### src/rtl/mmio_fifo_ctrl.sv
// mmio_fifo_ctrl: MMIO-mapped FIFO controller with external RAM and 2-stage ordered read responses.
// Optional MMIO_FIFO_STATS_EN adds 32-bit push/pop counters readable at BASE+6.
module mmio_fifo_ctrl #(
  parameter int          DEPTH_LOG2 = 3,
  parameter int          DATA_W     = 64,
  parameter logic [15:0] BASE_ADDR  = 16'h0020
) (
  input  logic                  clk,
  input  logic                  rst_n,
  input  logic                  mmio_wr_valid,
  input  logic                  mmio_rd_valid,
  input  logic [15:0]           mmio_addr,
  input  logic [8:0]            mmio_tid,
  input  logic [63:0]           mmio_wdata,
  output logic                  resp_valid,
  output logic [8:0]            resp_tid,
  output logic [63:0]           resp_data,
  output logic                  hit,
  output logic                  ram_we,
  output logic [DEPTH_LOG2-1:0] ram_waddr,
  output logic [DATA_W-1:0]     ram_wdata,
  output logic [DEPTH_LOG2-1:0] ram_raddr,
  input  logic [DATA_W-1:0]     ram_rdata,
  output logic [DEPTH_LOG2:0]   count
);
  logic [DEPTH_LOG2-1:0] wr_ptr, rd_ptr;
  logic                  ovf, udf, empty, full;
  logic                  in_win, is_data, is_status, is_ctrl, is_stats;
  logic                  push_try, pop_try, push, pop, clr_ptr, clr_flag;
  logic [63:0]           status_word, stats_word, snap;
  logic                  s1_valid, s1_pop;
  logic [8:0]            s1_tid;
  logic [63:0]           s1_snap;
  assign in_win    = (mmio_addr >= BASE_ADDR) && (mmio_addr < BASE_ADDR + 16'd8);
  assign is_data   = mmio_addr == BASE_ADDR;
  assign is_status = mmio_addr == BASE_ADDR + 16'd2;
  assign is_ctrl   = mmio_addr == BASE_ADDR + 16'd4;
  assign is_stats  = mmio_addr == BASE_ADDR + 16'd6;
  assign empty     = count == '0;
  // occupancy never exceeds the depth, so its MSB alone marks full
  assign full      = count[DEPTH_LOG2];
  assign hit       = mmio_rd_valid && in_win;
  assign push_try  = mmio_wr_valid && is_data;
  assign pop_try   = mmio_rd_valid && is_data;
  assign push      = push_try && !full;
  assign pop       = pop_try && !empty;
  assign clr_ptr   = mmio_wr_valid && is_ctrl && mmio_wdata[0];
  assign clr_flag  = mmio_wr_valid && is_ctrl && mmio_wdata[1];
  assign ram_we    = push && !clr_ptr && rst_n;
  assign ram_waddr = wr_ptr;
  assign ram_wdata = mmio_wdata[DATA_W-1:0];
  assign ram_raddr = rd_ptr;
  assign status_word = {44'd0, udf, ovf, full, empty, {(15-DEPTH_LOG2){1'b0}}, count};
  assign snap = is_status ? status_word : is_stats ? stats_word : 64'd0;
`ifdef MMIO_FIFO_STATS_EN
  logic [31:0] push_cnt, pop_cnt;
  always_ff @(posedge clk or negedge rst_n) begin
    if (!rst_n) begin
      push_cnt <= '0;
      pop_cnt  <= '0;
    end else if (clr_flag) begin
      push_cnt <= '0;
      pop_cnt  <= '0;
    end else begin
      push_cnt <= push_cnt + {31'd0, push && !clr_ptr};
      pop_cnt  <= pop_cnt + {31'd0, pop};
    end
  end
  assign stats_word = {pop_cnt, push_cnt};
`else
  assign stats_word = 64'd0;
`endif
  always_ff @(posedge clk or negedge rst_n) begin
    if (!rst_n) begin
      wr_ptr <= '0;
      rd_ptr <= '0;
      count  <= '0;
    end else if (clr_ptr) begin
      wr_ptr <= '0;
      rd_ptr <= '0;
      count  <= '0;
    end else begin
      wr_ptr <= push ? wr_ptr + 1'b1 : wr_ptr;
      rd_ptr <= pop ? rd_ptr + 1'b1 : rd_ptr;
      count  <= (push && !pop) ? count + 1'b1 : (pop && !push) ? count - 1'b1 : count;
    end
  end
  always_ff @(posedge clk or negedge rst_n) begin
    if (!rst_n) begin
      ovf <= 1'b0;
      udf <= 1'b0;
    end else if (clr_flag) begin
      ovf <= 1'b0;
      udf <= 1'b0;
    end else begin
      ovf <= ovf || (push_try && full);
      udf <= udf || (pop_try && empty);
    end
  end
  // stage 1 holds the request while RAM data arrives; stage 2 is the response
  always_ff @(posedge clk or negedge rst_n) begin
    if (!rst_n) begin
      s1_valid   <= 1'b0;
      s1_pop     <= 1'b0;
      s1_tid     <= '0;
      s1_snap    <= '0;
      resp_valid <= 1'b0;
      resp_tid   <= '0;
      resp_data  <= '0;
    end else begin
      s1_valid   <= hit;
      s1_pop     <= pop;
      s1_tid     <= mmio_tid;
      s1_snap    <= snap;
      resp_valid <= s1_valid;
      resp_tid   <= s1_tid;
      resp_data  <= s1_pop ? 64'(ram_rdata) : s1_snap;
    end
  end
endmodule

### config.mk
export PLATFORM = sky130hd
export DESIGN_NAME = mmio_fifo_ctrl
export DESIGN_NICKNAME = d
export VERILOG_FILES = /design/src/rtl/mmio_fifo_ctrl.sv
export SDC_FILE = /design/constraint.sdc
export NUM_CORES = 1
export LEC_CHECK = 0
export BUFFER_PORTS_ARGS = -buffer_cell sky130_fd_sc_hd__clkbuf_2
export CAP_MARGIN = 20
export CELL_PAD_IN_SITES_DETAIL_PLACEMENT = 0
export CELL_PAD_IN_SITES_GLOBAL_PLACEMENT = 1
export CORE_MARGIN = 3
export CORE_UTILIZATION = 29
export CTS_CLUSTER_DIAMETER = 50
export DETAILED_ROUTE_END_ITERATION = 12
export PLACE_DENSITY_LB_ADDON = 0.25
export SETUP_SLACK_MARGIN = 0.5
export SLEW_MARGIN = 30
export SYNTH_ARGS = -nofsm -noshare
export SYNTH_HDL_FRONTEND = slang
export SYNTH_SLANG_ARGS = --single-unit
### constraint.sdc
create_clock -name clk -period 2.9 [get_ports clk]
set_input_delay 0.58 -clock clk [delete_from_list [all_inputs] [get_ports clk]]
set_output_delay 0.58 -clock clk [all_outputs]
set_load 0.005 [all_outputs]
==> results of run 1 <==
-- final timing paths --
| kind | start | to | slack (ps) |
|---|---|---|---|
| setup / recovery | mmio_addr[8] | ram_we | 620 |
| max in group asynchronous | rst_n | s1_pop$_DFF_PN0_ | 2110 |
| min in group clk | mmio_tid[0] | s1_tid[0]$_DFF_PN0_ | 340 |
| setup reg to reg | count[3]$_DFFE_PN0P_ | count[3]$_DFFE_PN0P_ | 730 |
| hold / removal | rst_n | resp_data[60]$_DFF_PN0_ | 320 |
| hold reg to reg | s1_tid[6]$_DFF_PN0_ | resp_tid[6]$_DFF_PN0_ | 350 |
-- kinds of logic (layout without fill, tap and decap cells) --
logic type	after synthesis	after routing	share of synthesized area, %
buf+inv	77	212	12.9
flops	104	104	62.6
fa+ha+maj	5	5	1.69
mux	7	7	1.87
compound gates	17	17	3.04
xor+xnor	4	4	0.843
simple gates	113	113	17.0
-- registers in the layout (all words and copies together) (netlist names), 3 cells and up --
signal     count
count          4
s1_snap        7
resp_tid       9
resp_data     64
ram_raddr      3
s1_tid         9
ram_waddr      3
-- synthesized netlist by cell type, drive strengths merged --
cell type / n / area [sq um]
dfrtp: 104 / 2600
buf: 65 / 492
and2: 64 / 402
nand2: 12 / 47.6
nor2: 9 / 33.8
clkbuf: 8 / 30.0
nand3: 8 / 45.0
mux2: 6 / 67.6
and3: 4 / 27.5
ha: 4 / 50.1
inv: 4 / 15.0
nor4: 4 / 43.8
a22oi: 3 / 22.5
xor2: 3 / 26.3
a21oi: 2 / 10.0
a22o: 2 / 18.8
a31oi: 2 / 12.5
and4b: 2 / 21.3
nand2b: 2 / 12.5
nor2b: 2 / 17.5
o21ai: 2 / 13.8
a21bo: 1 / 10.0
a21o: 1 / 7.51
and3b: 1 / 8.76
and4: 1 / 8.76
and4bb: 1 / 12.5
fa: 1 / 20.0
mux2i: 1 / 10.0
nor3: 1 / 5.00
nor4b: 1 / 15.0
o21bai: 1 / 7.51
o22ai: 1 / 6.26
o2bb2ai: 1 / 8.76
o41ai: 1 / 8.76
or3: 1 / 6.26
xnor2: 1 / 8.76
-- worst max-delay path, delay by kind of cell --
kind,cells,cell delay (ps)
buf+inv,3,380
simple gates,3,740
-- through the flow --
stage / hold slack (ps) / cells / utilization [%] / power (uW) / area (sq um)
floorplan: 284 / 327 / - / 1570 / 4160
global placement: 332 / 624 / 34.8 / 1610 / 4850
detailed placement: 335 / 624 / 34.8 / 1620 / 4850
CTS: 322 / 640 / 36.7 / 2770 / 5120
global route: 327 / 642 / 37.1 / 2840 / 5160
finish: 319 / 642 / 37.1 / 2720 / 5160
-- final cells by class --
type | instances | area (sq um) | share of cell area (%)
clock buffer | 11 | 233 | 4.51
clock inverter | 5 | 41.3 | 0.800
inverter | 4 | 15.0 | 0.291
multi-input combinational | 146 | 1040 | 20.2
sequential | 104 | 2600 | 50.4
tap | 180 | 225 | 4.36
timing repair buffer | 192 | 1000 | 19.4
-- power groups by stage --
stage / sequential, uW / combinational [uW] / clock (uW)
2_1_floorplan: 1490 / 79.0 / 0
3_3_place_gp: 1490 / 120 / 0
3_5_place_dp: 1490 / 122 / 0
4_1_cts: 1470 / 122 / 1180
5_1_grt: 1470 / 134 / 1240
6_report: 1470 / 117 / 1140
-- per-layer routing --
layer | GRT usage (%) | routed length [um] | share of wire, %
met2 | 22.7 | 5370 | 48
met4 | 6.70 | 271 | 2.4
met1 | 15.6 | 4150 | 37
met5 | 0 | 0 | 0
met3 | 5.98 | 1300 | 12
-- timing repair --
action,in CTS,in global routing
setup buffers,0,2
setup endpoints to repair,0,2
resized for setup,0,6
endpoints found under the hold margin,0,0
==> results_dict.tcl, run 1 <==
set metrics [dict create \
    slowest_delay_ps 280 \
    power_report.internal_total_uw 2110 \
    first_global_vias 2952 \
    final_net_count 619 \
    place.detailed.hpwl_mm 8.64 \
    final_cell_mix "181 x clkbuf_2, 103 x dfrtp_1, 63 x and2_1, 11 x nand2_1, 10 x buf_4" \
    worst_slew_pin_slew_ps 571 \
    synth.lib_cells_used.distinct 46 \
    tritoncts "built" \
    clock-root-buffer "clkbuf_16" \
    grt_first_pass_wirelength_mm 16.8 \
    drive_gt1_share_pct 50.2 \
    timing.reg2reg.worst_path_depth 10 \
    h_tree_levels 3 \
    fin_crit_sh_pct 78.6 \
    p_sw_uw 606 \
    clock_power_share_pct 41.8 \
    firstDrtPassIters 4 \
    status "finished, final reports clean" \
    numCtsBuffers 9 \
    drt-wirelength-per-cell_um 17.3 \
    fin_skew_ps 6.18 \
    groute.usage.overall_pct 13.9 \
    cts.hold.buffers_added 0 \
    fin_ws_ps 620 \
    vias_per_cell 4.28 \
    critPathKind "primary input to output pin" \
    initialDrtViolationCount 141 \
    timing.critical_path.cells "clkbuf_2 -> nor4_2 -> and4_4 -> buf_4 -> and3_2 -> clkbuf_2" \
    fp.coreArea_sq_um 13900 \
    setup.worst_path.start_class "primary input" \
    fillers 1429 \
    start_util_pct 29.8 \
    dieWidth_um 126 \
    die_area_sq_um 15800 \
    final-setup-viol-count 0 \
    ys_ff_latch 104 \
    antennaDiodeCount 0 \
    pin_count_of_the_biggest_net_entering_global_routing 105 \
    synth.yosys.seq_area_share_pct 62.6 \
    relSlewSlack_pct 61.9 \
    postRouteWirelength_mm 11.1 \
    power_density_nw_per_um2 527 \
    global_route_congestion_overflow_total 0 \
    power.ir.vdd_worst_uv 245 \
    seqPwrFrac_pct 53.9 \
    via_count 2749 \
    pwr-share-comb_pct 4.3 \
    worst_ep_arrival_ps 1700 \
    crit_path_max_fanout 8 \
    detail_route.drc_violations 0 \
    drt.antenna.violating_nets 0 \
    syn_area_per_cell_sq_um 12.7 \
    slew_viol_final 0 \
    clockBufferDepth 2 \
    timing.critical_path.slowest_stage_cell "nor4_2" \
    syn-instance-count 327 \
    rsz0062_at_grt "no" \
    p_leak_uw 0.00291 \
    worst_skew_pair.late_latency_ps 340 \
    power.switching_fraction_pct 22.3 \
    max_freq_ghz 0.439 \
    layout.cells.most_common "clkbuf_2" \
    critPathRequiredTime_ps 2320 \
    cts.sinks 104 \
    place.port_buffers 182 \
    gp_congestion 0.773 \
    io_pins 307 \
    final.min_clock_period_ps 2280 \
    type_of_the_tightest_min_delay_check "primary input to async pin" \
    grt_antenna_before_repair 0 \
    max_cap_viol_count 0 \
    yosysWarnings 0 \
    areaGrowthSynthToFinish_pct 24.3 \
    syn_area_sq_um 4160 \
    crit_path_frequent_cell "clkbuf_2" \
    vert_die_dim_um 126 \
    hold_violations 0 \
    std_cell_rows 43 \
    fin_tns_setup_ps 0 \
    critical_path.endpoint_type "output pin" \
    clk_transition_reported_paths_ps 70 \
    syn-num-nets 489 \
    minimum_setup_slack_after_placement_ps 186 \
]
Note: power is estimated with default switching activity, not from simulation.
==> run 2: changes to the inputs <==
==> constraint.sdc (replaced) <==
create_clock -name clk -period 2.25 [get_ports clk]
set_input_delay 0.45 -clock clk [delete_from_list [all_inputs] [get_ports clk]]
set_output_delay 0.45 -clock clk [all_outputs]
set_load 0.005 [all_outputs]
==> results_dict.tcl, run 2 (same netlist as run 1, synthesis figures left out) <==
set metrics [dict create \
    status "finished, final reports clean" \
    pwr-share-comb_pct 4.5 \
    power.switching_fraction_pct 20.7 \
    layout.cells.most_common "clkbuf_2" \
    clock-root-buffer "clkbuf_16" \
    hold_violations 0 \
    largest_register_ff_count 64 \
    max_flop_register "resp_data" \
    power_density_nw_per_um2 675 \
    critical_path.endpoint_type "flop" \
    initialDrtViolationCount 130 \
    fin_ws_ps 219 \
    r2r-end "count[3]$_DFFE_PN0P_" \
    drive_gt1_share_pct 52.7 \
    clock_power_share_pct 43.6 \
    via_count 2812 \
    numCtsBuffers 9 \
    worst_slew_pin_slew_ps 570 \
    worst_skew_pair.late_latency_ps 350 \
    die_area_sq_um 15800 \
    h_tree_levels 3 \
    fin_skew_ps 8.01 \
    top_regs "resp_data (64), resp_tid (9), s1_tid (9)" \
    groute.usage.overall_pct 14.3 \
    fp.coreArea_sq_um 13900 \
    total_design_power_uw 3650 \
    final.min_clock_period_ps 2030 \
    type_of_the_tightest_min_delay_check "primary input to async pin" \
    max_freq_ghz 0.492 \
    setup.reg_to_reg.worst_slack_ps 220 \
    crit_path_max_fanout 3 \
    gp_congestion 0.813 \
    p_leak_uw 0.00303 \
    antennaDiodeCount 0 \
    final-setup-viol-count 0 \
    critPathKind "flop to flop" \
    startpoint_of_the_most_critical_register_to_register_path "count[0]$_DFFE_PN0P_" \
    relSlewSlack_pct 62.0 \
    io_pins 307 \
    cts.sinks 104 \
    drt.antenna.violating_nets 0 \
    vias_per_cell 4.29 \
    areaGrowthSynthToFinish_pct 30.0 \
    seqPwrFrac_pct 51.8 \
    fin_crit_sh_pct 90.3 \
    postLayoutCellArea_sq_um 5400 \
    postRouteWirelength_mm 11.4 \
    fin_util_pct 38.8 \
    firstDrtPassIters 4 \
    pin_count_of_the_biggest_net_entering_global_routing 105 \
    power.ir.vdd_worst_uv 346 \
    place.detailed.hpwl_mm 8.74 \
    placed_area_sq_um 4940 \
    final_cell_mix "177 x clkbuf_2, 102 x dfrtp_1, 63 x and2_1, 22 x buf_4, 10 x nand2_1" \
    clockBufferDepth 2 \
    grt_antenna_before_repair 0 \
    timing.reg2reg.worst_path_depth 10 \
    final_net_count 634 \
    global_route_congestion_overflow_total 0 \
    critPathRequiredTime_ps 2530 \
    vert_die_dim_um 126 \
    tritoncts "built" \
    setup.worst_path.start_class "flop" \
    dieWidth_um 126 \
    first_global_vias 2962 \
    drt-wirelength-per-cell_um 17.4 \
    start_util_pct 29.8 \
    power_report.internal_total_uw 2890 \
    minimum_setup_slack_after_placement_ps -170 \
    finish.cell_count_without_fillers 656 \
    detail_route.drc_violations 0 \
    cts.hold.buffers_added 0 \
    slew_viol_final 0 \
    worst_ep_arrival_ps 2310 \
    rsz0062_at_grt "yes" \
    grt_first_pass_wirelength_mm 17.2 \
    place.port_buffers 182 \
    max_cap_viol_count 0 \
    critical_path.startpoint "count[0]$_DFFE_PN0P_" \
    clk_transition_reported_paths_ps 70 \
    place.detailed.instances 631 \
    p_sw_uw 756 \
    std_cell_rows 43 \
]
==> run 2: routing by layer <==
| metal | track usage (%) | wire length (um) | share of wire, % |
|---|---|---|---|
| met1 | 16.1 | 4330 | 38 |
| met2 | 22.8 | 5370 | 47 |
| met3 | 6.15 | 1300 | 11 |
| met4 | 8.23 | 399 | 3.5 |
| met5 | 0 | 0 | 0 |
==> run 2: repair_timing <==
item	CTS	global route
setup buffers	6	4
gates cloned	0	0
hold endpoints to repair	0	0
setup endpoints to repair	5	6
gates resized for setup	8	13
pin swaps	9	9
==> run 2: worst max path at each step <==
stage,cells past startpoint,to,slack [ps]
2_1_floorplan,11,count[3]$_DFFE_PN0P_,120
3_3_place_gp,11,count[3]$_DFFE_PN0P_,-90
3_5_place_dp,11,count[3]$_DFFE_PN0P_,-170
4_1_cts,10,count[3]$_DFFE_PN0P_,190
5_1_grt,10,count[3]$_DFFE_PN0P_,110
6_report,10,count[3]$_DFFE_PN0P_,220
==> run 2: worst max-delay path, stage by stage, from the launching register on <==
cell	delay (ps)
dfrtp_1	410
nor4_4	350
nor2b_2	100
nand2_4	80
nand2_4	70
ha_4	210
a21o_1	160
a21oi_2	160
mux2i_1	240
a22oi_1	90
nor2_1	90
==> run 2: through the flow <==
stage	setup TNS (ps)	hold slack, ps
2_1_floorplan	0	154
3_3_place_gp	-149	332
3_5_place_dp	-288	335
4_1_cts	0	188
5_1_grt	0	189
6_report	0	161
==> run 2: power by group through the flow <==
stage	Combinational, uW	Clock [uW]	Sequential (uW)
floorplan	103	0	1930
global placement	165	0	1920
detailed placement	165	0	1930
CTS	167	1650	1890
global route	188	1720	1890
finish	166	1590	1890
==> run 2: layout make-up <==
type	instances	area, sq um
fillers	1413	8530
flip-flops and latches	104	2610
repair buffers	207	1140
multi-input cells	146	1110
clock buffers	13	260
well taps	180	225
clock inverters	2	38.8
inverters	4	15.0
